### config.mk
export PLATFORM = sky130hd
export DESIGN_NAME = dot_accumulator_16
export DESIGN_NICKNAME = d
export VERILOG_FILES = /design/src/rtl/mha_pkg.sv /design/src/rtl/sat_trunc.sv /design/src/rtl/dot_accumulator_16.sv
export SDC_FILE = /design/constraint.sdc
export NUM_CORES = 1
export LEC_CHECK = 0
export ABC_AREA = 1
export CAP_MARGIN = 5
export CORE_UTILIZATION = 56
export CTS_BUF_LIST = sky130_fd_sc_hd__clkbuf_4
export DETAILED_ROUTE_END_ITERATION = 8
export GPL_ROUTABILITY_DRIVEN = 0
export HOLD_SLACK_MARGIN = 0.1
export PLACE_DENSITY = 0.83
export SYNTH_ARGS = -nofsm -noshare
export SYNTH_HDL_FRONTEND = slang
export SYNTH_SLANG_ARGS = --single-unit
### constraint.sdc
create_clock -name I_CLK -period 1.92 [get_ports I_CLK]
set_input_delay 0.384 -clock I_CLK [delete_from_list [all_inputs] [get_ports I_CLK]]
set_output_delay 0.384 -clock I_CLK [all_outputs]
set_load 0.01 [all_outputs]
### src/rtl/mha_pkg.sv
// Shared types and constants for the MHA datapath blocks.
package mha_pkg;

  localparam int DATA_W = 16;

  typedef enum logic {
    S_ACC = 1'b0,
    S_OUT = 1'b1
  } acc_state_t;

  localparam logic [DATA_W-1:0] SAT_MAX = 16'h7FFF;
  localparam logic [DATA_W-1:0] SAT_MIN = 16'h8000;

endpackage

### src/rtl/sat_trunc.sv
// Narrows the wide signed accumulator to a 16-bit result.
// ACC_SAT_EN defined: clamp to the 16-bit signed range; otherwise two's-complement wrap.
module sat_trunc
  import mha_pkg::*;
#(
  parameter int ACC_W = 22
) (
  input  logic [ACC_W-1:0]  acc_in,
  output logic [DATA_W-1:0] sum_out
);

`ifdef ACC_SAT_EN
  localparam logic signed [ACC_W-1:0] MAX_W = ACC_W'($signed(SAT_MAX));
  localparam logic signed [ACC_W-1:0] MIN_W = ACC_W'($signed(SAT_MIN));

  always_comb begin
    sum_out = acc_in[DATA_W-1:0];
    if ($signed(acc_in) > MAX_W) begin
      sum_out = SAT_MAX;
    end else if ($signed(acc_in) < MIN_W) begin
      sum_out = SAT_MIN;
    end
  end
`else
  logic unused_acc_bits;

  assign sum_out         = acc_in[DATA_W-1:0];
  assign unused_acc_bits = ^acc_in;
`endif

endmodule

### src/rtl/dot_accumulator_16.sv
// Sums VEC_LEN signed 16-bit products into one dot-product result with valid/ready output.
// Result formatting selected by ACC_SAT_EN (see sat_trunc).
//
// state | meaning
// S_ACC | collecting products, O_RDY high
// S_OUT | result pending on O_SUM/O_VLD, incoming products dropped
module dot_accumulator_16
  import mha_pkg::*;
#(
  parameter int VEC_LEN = 64
) (
  input  logic              I_CLK,
  input  logic              I_RST_N,
  input  logic              I_VLD,
  input  logic [DATA_W-1:0] I_PRODUCT,
  input  logic              I_CLR,
  output logic              O_RDY,
  output logic              O_VLD,
  input  logic              I_RDY,
  output logic [DATA_W-1:0] O_SUM,
  output logic              O_DROP
);

  localparam int CNT_W = $clog2(VEC_LEN) + 1;
  localparam int ACC_W = DATA_W + $clog2(VEC_LEN);
  localparam logic [CNT_W-1:0] LAST_CNT = CNT_W'(VEC_LEN - 1);

  acc_state_t              state, state_n;
  logic signed [ACC_W-1:0] acc, acc_n, acc_sum;
  logic [CNT_W-1:0]        cnt, cnt_n;
  logic                    vld_q, vld_n;
  logic                    drop_q, drop_n;
  logic [DATA_W-1:0]       sum_q, sum_n, fmt_sum;

  assign acc_sum = acc + ACC_W'($signed(I_PRODUCT));

  sat_trunc #(.ACC_W(ACC_W)) u_fmt (
    .acc_in  (acc_sum),
    .sum_out (fmt_sum)
  );

  always_ff @(posedge I_CLK or negedge I_RST_N) begin
    if (!I_RST_N) begin
      state  <= S_ACC;
      acc    <= '0;
      cnt    <= '0;
      vld_q  <= 1'b0;
      drop_q <= 1'b0;
      sum_q  <= '0;
    end else begin
      state  <= state_n;
      acc    <= acc_n;
      cnt    <= cnt_n;
      vld_q  <= vld_n;
      drop_q <= drop_n;
      sum_q  <= sum_n;
    end
  end

  // Clear wins over everything and swallows a same-cycle product without flagging a drop.
  always_comb begin
    state_n = state;
    acc_n   = acc;
    cnt_n   = cnt;
    vld_n   = vld_q;
    drop_n  = drop_q;
    sum_n   = sum_q;
    if (I_CLR) begin
      state_n = S_ACC;
      acc_n   = '0;
      cnt_n   = '0;
      vld_n   = 1'b0;
      drop_n  = 1'b0;
    end else begin
      case (state)
        S_ACC: begin
          if (I_VLD) begin
            if (cnt == LAST_CNT) begin
              sum_n   = fmt_sum;
              vld_n   = 1'b1;
              acc_n   = '0;
              cnt_n   = '0;
              state_n = S_OUT;
            end else begin
              acc_n = acc_sum;
              cnt_n = cnt + CNT_W'(1);
            end
          end
        end
        S_OUT: begin
          if (I_VLD) begin
            drop_n = 1'b1;
          end
          if (I_RDY) begin
            vld_n   = 1'b0;
            state_n = S_ACC;
          end
        end
        default: state_n = S_ACC;
      endcase
    end
  end

  assign O_RDY  = (state == S_ACC);
  assign O_VLD  = vld_q;
  assign O_SUM  = sum_q;
  assign O_DROP = drop_q;

endmodule

; Yosys cells after proc, flatten, opt, wreduce, memory -nomap -nowiden
; Cells that the tools add are included.
[totals]
memories = 0
mem_bits_ro = 0
mem_bits_rw = 0
input_bits = 21
word_cells = 42
latchBits = 0
output_inout_bits = 19
ff_bits = 48
[op_classes]
reduce_logical = 6
order_cmp = 0
n_shift = 0
n_eq_ne = 5
bitwise = 2
add_sub_neg = 2
muxes = 21
div = 0
multipliers = 0
[ops]
columns = cell, count
row1 = two-way mux 22 bit, 4
row2 = two-way mux 7 bit, 4
row3 = adder 22 x 16 -> 22 bit, 1
row4 = two-way mux 1 bit, 11
row5 = "adder 7 x 1 -> 7 bit, second input constant", 1
row6 = "== test 7 x 6 -> 1 bit, second input constant", 1
row7 = "inequality test 3 bit, second input constant", 2
row8 = one-hot mux 1 bit (2 select lines), 2
row9 = AND reduction 2 bit, 2
row10 = AND reduction 4 bit, 1
row11 = nonzero test 2 bit, 2
row12 = "inequality test 3 x 2 -> 1 bit, second input constant", 1
row13 = AND reduction 3 bit, 1
row14 = "inequality test 2 bit, second input constant", 1
row15 = NOT 1 bit, 2

; Logic depth before layout (Yosys ltp)
; Gate-level depths: netlist of run 1.
[logic_depth]
ltp_word = 5
ltp_mapped = 11
depth_no_buf = 11

; Cells and area by module
; Synthesis of run 1 repeated with hierarchy kept, for this count alone.
[unflattened]
hier_cells = 529
area_unflattened_um2 = 3682.3
[modules_own_cells]
columns = module, area_per_inst_um2, seq_area_each_um2, cells_per_inst, n_inst
row1 = dot_accumulator_16, 3562.2, 1201.2, 513, 1
row2 = sat_trunc, 120.1, 0.0, 16, 1

; Worst setup path before layout of run 1
; OpenSTA, ideal clock, no wires.
[synth_timing]
path_kind = input to register
from = input port I_PRODUCT[0]
to = register sum_q[6], in the netlist O_SUM[6]
path_stages = 9
required_ns = 1.803
path_buffers = 0
setup_time_ns = 0.117
t_arrival_ns = 1.628
slack_ns = 0.175
cell_sequence = ha_1 fa_1 nand2_1 nand2_1 nand3b_1 nand2_1 or2_2 nand3_1 nand2_1
[synth_between]
elab_chain_cells = 1
[synth_rtl]
columns = item, line
row1 = from (decl), dot_accumulator_16.sv:15  ; input logic [DATA_W-1:0] I_PRODUCT,
row2 = adder 22 x 16 -> 22 bit, dot_accumulator_16.sv:35  ; assign acc_sum = acc + ACC_W'($signed(I_PRODUCT));
row3 = to (signal assigned), dot_accumulator_16.sv:56  ; sum_q <= sum_n;
row4 = to (decl), dot_accumulator_16.sv:33  ; logic [DATA_W-1:0] sum_q, sum_n, fmt_sum;
; Every way passes these cells.
; A chain may end at the register's enable or synchronous reset.

; Worst setup path after layout of run 1
[layout_timing]
from = input port I_PRODUCT[6]
to = register acc[14]
[layout_between]
elab_chain_cells = 5
[layout_rtl]
columns = item, line
row1 = adder 22 x 16 -> 22 bit, dot_accumulator_16.sv:35
row2 = two-way mux 22 bit, dot_accumulator_16.sv:78  ; if (cnt == LAST_CNT) begin
row3 = two-way mux 22 bit, dot_accumulator_16.sv:77  ; if (I_VLD) begin
row4 = two-way mux 22 bit, dot_accumulator_16.sv:75  ; case (state)
row5 = two-way mux 22 bit, dot_accumulator_16.sv:68  ; if (I_CLR) begin
row6 = to (signal assigned), dot_accumulator_16.sv:52  ; acc <= acc_n;
row7 = to (decl), dot_accumulator_16.sv:29  ; logic signed [ACC_W-1:0] acc, acc_n, acc_sum;
; Every way passes these cells. The select of a mux whose other input is x is not followed.

==> results of run 1 <==
[cell families after synthesis]
family	count (synthesis)	share of synthesized area [%]
multiplexers	2	0.772
flip-flops	42	40.5
XOR/XNOR	7	2.36
adder cells (fa/ha/maj)	17	8.49
buffers and inverters	51	8.06
AO/OA/AOI/OAI	22	4.59
AND/OR/NAND/NOR	215	35.2
[cell type report]
cell class,count,area [um^2]
Tap cell,52,65.1
Multi-Input combinational cell,263,1340
Timing Repair Buffer,69,613
Inverter,48,183
Clock buffer,5,37.5
Clock inverter,3,63.8
Sequential cell,42,1050
Fill cell,337,1060
[worst paths after layout]
path / slack (ns) / endpoint
min in group asynchronous: 0.60 / O_SUM[7]
max in group asynchronous: 0.94 / O_SUM[10]
min: 0.49 / O_SUM[0]
min reg2reg: 0.49 / O_SUM[0]
max reg2reg: 0.09 / acc[14]
max: 0.08 / acc[14]
[timing repair]
action / 4_1_cts / 5_1_grt
hold buffers: 1 / 0
endpoints found under the hold margin: 40 / 0
setup endpoints to repair: 0 / 9
gates resized for setup: 0 / 4
[registers in the layout, indices dropped and copies added (netlist names)]
signal	flops
O_SUM	16
state	1
O_DROP	1
acc	16
O_VLD	1
cnt	7
[critical path, delay by kind of cell]
kind | cells | cell delay (ns)
fa+ha+maj | 1 | 0.34
simple gates | 8 | 0.74
buf+inv | 3 | 0.62
[per-stage QoR]
step,total power [uW],TNS (ns)
2_1_floorplan,1420,0
3_3_place_gp,1670,-5.88
3_5_place_dp,1690,-6.54
4_1_cts,2400,0
5_1_grt,2540,-0.103
6_report,2400,0
[per-layer routing]
layer	wire (um)	up-vias	global-route usage, %
li1	-	1259	-
met1	2650	1103	32.5
met2	2990	53	46.3
met3	262	10	4.47
met4	89	0	8.67
met5	0	-	0
[synthesized netlist by cell type (2+ instances only)]
library cell	number	area, um^2
sky130_fd_sc_hd__a21oi_1	12	60.1
sky130_fd_sc_hd__a22o_1	2	17.5
sky130_fd_sc_hd__buf_4	2	15.0
sky130_fd_sc_hd__dfrtp_1	42	1050
sky130_fd_sc_hd__ha_1	16	200
sky130_fd_sc_hd__inv_1	47	176
sky130_fd_sc_hd__mux2i_1	2	20.0
sky130_fd_sc_hd__nand2_1	142	533
sky130_fd_sc_hd__nand2_2	2	12.5
sky130_fd_sc_hd__nand3_1	29	145
sky130_fd_sc_hd__nand3b_1	4	30.0
sky130_fd_sc_hd__nor2_1	21	78.8
sky130_fd_sc_hd__nor3_1	7	35.0
sky130_fd_sc_hd__o21ai_0	7	35.0
sky130_fd_sc_hd__or2_2	5	31.3
sky130_fd_sc_hd__xnor2_1	2	17.5
sky130_fd_sc_hd__xor2_1	5	43.8
[power by group through the flow]
stage | logic [uW] | registers, uW | clock network, uW
2_1_floorplan | 429 | 993 | 0
3_3_place_gp | 664 | 1000 | 0
3_5_place_dp | 684 | 1010 | 0
5_1_grt | 789 | 999 | 748
6_report | 705 | 989 | 709
4_1_cts | 698 | 989 | 714
==> metrics.txt, run 1 <==
outcome finished, final reports clean; vias per cell 5.03; cell seen most often among critical-path stages sky130_fd_sc_hd__nand2_1; area of placed instances 0.00323 mm^2; power density of the placed cells 716 mW/mm^2; Critical Path End Type flop; setup skew after layout 0.00749 ns; I/O pins 40; GRT Residual Overflow 0; antenna viol nets, final 0; number of buffers on the longest clock path 2; Critical Setup Path Class in -> reg; EDFF count, synth 0; standard-cell row count 24; total vias in the final route 2425; port bufs 39; Post-synth ARST share 100%; CP cell instances clkdlybuf4s50_1 > ha_1 > buf_4 > nand2_1 > inv_1 > nand2_1 > nor3_1 > nand2_2 > nand2_1 > nand2_1 > nand3_1 > nand2_1; net switching fraction of the power 30.9%; number of antenna cells inserted 0; MaxCap Viol Count 0; cells on worst reg2reg path 11; gate count after technology mapping 356; smallest hold slack between 0.4 and 0.5 ns; Synthesized Nets just under 400; 1st-pass router iterations 4; vias in the first global route between 2000 and 2500; Hold Violations, Final 0; crit path DAT 2.10 ns; most common cell after layout, fill and taps aside sky130_fd_sc_hd__nand2_1; share of synthesized area occupied by flip-flops and latches 40.5%; Top FF cell, synth sky130_fd_sc_hd__dfrtp_1; final wirelength 5.99 mm; Area Overhead vs Synth 29.4%; mean instance size in the synthesized netlist 7.28 um^2; final number of max-transition violations 0; global-route wire length before repair 10.2 mm; Hold Path Depth 2; highest-count cells in the layout ignoring fill and taps 139 x sky130_fd_sc_hd__nand2_1, 47 x sky130_fd_sc_hd__inv_1, 42 x sky130_fd_sc_hd__dfrtp_1; largest net degree at the start of global routing 43; number of design-rule violations left by the first detailed-router iteration 172; type of the most critical hold path reg -> reg; Seq pwr share 41.2%; Worst-Margin Slew 0.542 ns; total of flip-flops plus latches after synthesis 42; DRC 0; total instance count after detailed placement about 470; CP peak stage delay between 0.4 and 0.5 ns; warning count from the yosys run 0; clk root buf sky130_fd_sc_hd__clkbuf_4; All-Layer GR Usage 26.3%; utilization after layout 76.0%; buffers inserted during post-CTS setup optimization 0; WL/cell 12.4 um; TritonCTS sink count 42; clock input transition at the sequential cells of the worst setup and hold paths 0.13 ns; starting density of the core 58.7%; Critical R2R Launch acc[6]; total of endpoints with negative setup slack in the final report 0; critical-path cell with the highest stage delay sky130_fd_sc_hd__clkdlybuf4s50_1; number of nets in the final layout about 470; number of antenna violations at the first check in global routing 0; data required time at the worst endpoint 2.18 ns; worst slew slack as a fraction of its limit 63.9%; Horiz. Die Dim between 70 and 80 um; clock power share 29.5%; Max Fclk 544 MHz; Core Box Area approximately 0.0044 mm^2; startpoint of the worst hold path O_SUM[0]; CTS tree done; reported net switching power ~740 uW; Critical Path Source Type input pin; worst setup margin 0.0813 ns; HPWL after detailed placement about 4.4 mm; proportion of power drawn by combinational gates 29.3%; CP Launch Point I_PRODUCT[6]; synthesized area 0.00259 mm^2; proportion of layout cells with a drive suffix above 1 12.1%; area of the die 0.00491 mm^2; clock network latency to the later pin of the worst-skew pair 0.36 ns; leakage power total 0.00190 uW; worst setup slack before clock tree synthesis -0.352 ns; number of buffers inserted during clock tree synthesis 5; minimum clock period after layout 1.84 ns; crit path max fanout 4; finished layout cell area 0.00336 mm^2; VDD IR max 537 uV; die span in y 70.0 um; H-tree level count 2; post-route non-filler standard cell count 482; internal power contribution 1660 uW; count of unique library cells instantiated by Yosys 26; share of the clock period used by the worst path after layout between 90 and 100%
No activity file was read; power rests on OpenSTA's default activity.
==> run 2, diff against run 1 <==
- CORE_UTILIZATION: 56 -> 55
- PLACE_DENSITY: 0.83 -> 0.81
==> run 2 against run 1 <==
  * The flow now finishes with violations (DRC)
  * Largest power group unchanged
  * Power down 11%
  * Clock power down 36%
  * Worst setup slack worse by 0.032 ns
  * Routed wire length up 0.72%
  * Hold slack better by 0.0036 ns
  * Final cell count down 0.21%
  * Critical path depth down 4
==> metrics.txt, run 2 (synthesis results as in run 1) <==
power density of the placed cells 647 mW/mm^2 (-9.7%); VDD IR max 377 uV (-30%); proportion of layout cells with a drive suffix above 1 11.7% (-0.44 points); DRC 4 (+4); Critical Setup Path Class in -> reg; Critical R2R Launch acc[2]; TritonCTS sink count 42 (unchanged); Core Box Area 0.00444 mm^2 (+0.68%); finished layout cell area 0.00330 mm^2 (-1.6%); CP peak stage delay 0.41 ns (about the same); internal reg-to-reg setup slack 0.09 ns (about the same); worst slew slack as a fraction of its limit 69.8% (+5.9 points); GRT Residual Overflow 0 (unchanged); starting density of the core 58.3% (-0.40 points); I/O pins 40 (unchanged); Hold Violations, Final 0 (unchanged); 1st-pass router iterations 6 (+2); global-route wire length before repair 10.6 mm (+3.2%); highest-count cells in the layout ignoring fill and taps 141 x sky130_fd_sc_hd__nand2_1, 47 x sky130_fd_sc_hd__inv_1, 42 x sky130_fd_sc_hd__dfrtp_1; die span in y 70.7 um (+0.88%); crit path DAT 2.13 ns (+0.03 ns); All-Layer GR Usage 27.0% (+0.77 points); vias per cell 5.09 (+1.2%); outcome finished with violations; RSZ-0062 raised after global routing no; smallest hold slack 0.491 ns (+0.00363 ns); HPWL after detailed placement 4.69 mm (+7.0%); H-tree level count 2 (unchanged); setup skew after layout 0.0138 ns (+0.00631 ns); port bufs 39 (unchanged); total of endpoints with negative setup slack in the final report 0 (unchanged); number of buffers on the longest clock path 2 (unchanged); crit path max fanout 4 (unchanged); number of antenna violations at the first check in global routing 0 (unchanged); number of buffers inserted during clock tree synthesis 5 (unchanged); WL/cell 12.5 um (+0.93%); Critical Path Source Type input pin; area of the die 0.00499 mm^2 (+1.8%); clock input transition at the sequential cells of the worst setup and hold paths 0.14 ns (about the same); critical-path cell with the highest stage delay sky130_fd_sc_hd__clkdlybuf4s50_1; capture instance of the worst register-to-register path acc[7]; clk root buf sky130_fd_sc_hd__clkbuf_4; Worst-Margin Slew 0.453 ns (-0.0889 ns); clock network latency to the later pin of the worst-skew pair 0.36 ns (about the same); number of design-rule violations left by the first detailed-router iteration 121 (-30%); final number of max-transition violations 0 (unchanged); largest net degree at the start of global routing 21 (-51%); number of antenna cells inserted 0 (unchanged); leakage power total 0.00186 uW (-1.8%); vias in the first global route 2471 (+5.0%); Area Overhead vs Synth 27.4%; share of the clock period used by the worst path after layout 97.4% (+1.7 points); failing checks DRC; buffers inserted during post-CTS setup optimization 0 (unchanged); total vias in the final route 2450 (+1.0%); type of the most critical hold path in -> async; CTS tree done; final wirelength 6.03 mm (+0.72%); minimum clock period after layout 1.87 ns (+0.0317 ns); cells on worst reg2reg path 7 (-4); number of nets in the final layout 466 (-0.21%); MaxCap Viol Count 0 (unchanged); antenna viol nets, final 0 (unchanged); area of placed instances 0.00323 mm^2 (-0.23%); CP cell instances clkdlybuf4s50_1 > ha_1 > or2_2 > nand3_1 > nand2_1 > or2_2 > nand3_1 > nand2_1; Max Fclk 535 MHz (-1.7%); most common cell after layout, fill and taps aside sky130_fd_sc_hd__nand2_1; Critical Path End Type flop; data required time at the worst endpoint 2.17 ns (about the same); standard-cell row count 24 (unchanged); Horiz. Die Dim 70.7 um (+0.88%)
run 2: changes by cell type in the layout (fill, tap and decap cells not counted):
cell / before / now
sky130_fd_sc_hd__clkinvlp_4: 0 / 1
sky130_fd_sc_hd__nand2_1: 139 / 141
sky130_fd_sc_hd__ha_2: 0 / 1
sky130_fd_sc_hd__ha_1: 16 / 15
sky130_fd_sc_hd__inv_6: 0 / 1
sky130_fd_sc_hd__bufinv_16: 2 / 0
sky130_fd_sc_hd__buf_4: 29 / 28
sky130_fd_sc_hd__nand2_2: 5 / 3
run 2: worst max-delay path: cells and delay by family:
kind | cells | cell delay (ns)
simple gates | 6 | 1.01
buf+inv | 1 | 0.41
fa+ha+maj | 1 | 0.32
run 2: how the worst max path moves through the flow:
stage,endpoint,slack [ns],cells past startpoint,startpoint
after CTS,acc[6],0.008,10,I_PRODUCT[0]
after global routing,acc[7],0.006,7,acc[2]
final,acc[7],0.05,8,I_PRODUCT[2]
after global placement,O_SUM[6],-0.35,10,I_PRODUCT[0]
after floorplan,O_SUM[6],0.17,9,I_PRODUCT[0]
after detailed placement,acc[6],-0.40,10,I_PRODUCT[0]
run 2: where the power goes:
part / switching [uW] / total, uW / internal, uW / leakage (uW)
logic: 385 / 694 / 309 / 0.00126
clock network: 310 / 453 / 143 / 0.0000292
registers: 45.4 / 990 / 944 / 0.000573
run 2: layout make-up:
cell class	count	area, um^2
Clock inverter	3	20.0
Clock buffer	5	37.5
Tap cell	52	65.1
Fill cell	351	1140
Multi-Input combinational cell	263	1340
Inverter	48	183
Timing Repair Buffer	68	606
Sequential cell	42	1050
run 2: through the flow:
stage               setup WS [ns]  utilization [%]  instances  setup TNS [ns]  total power [uW]
detailed placement         -0.400             72.6        472           -6.72              1690
global route              0.00558             74.3        481               0              2290
CTS                       0.00765             74.2        481               0              2150
global placement           -0.349             72.6        472           -5.88              1660
floorplan                   0.175                -        356               0              1420
finish                     0.0496             74.3        481               0              2140
run 2: layer usage:
metal  track usage (%)  share of wire, %  wire length [um]
met5                 0                 0                 0
met4              8.89               1.1                69
met3              5.13               4.0               243
met2              49.0                50              2990
met1              32.5                45              2730
run 2: repair_timing:
action | 4_1_cts | 5_1_grt
endpoints found under the setup margin | 1 | 11
gates resized for setup | 1 | 2
hold buffers | 1 | 0
hold endpoints to repair | 18 | 0
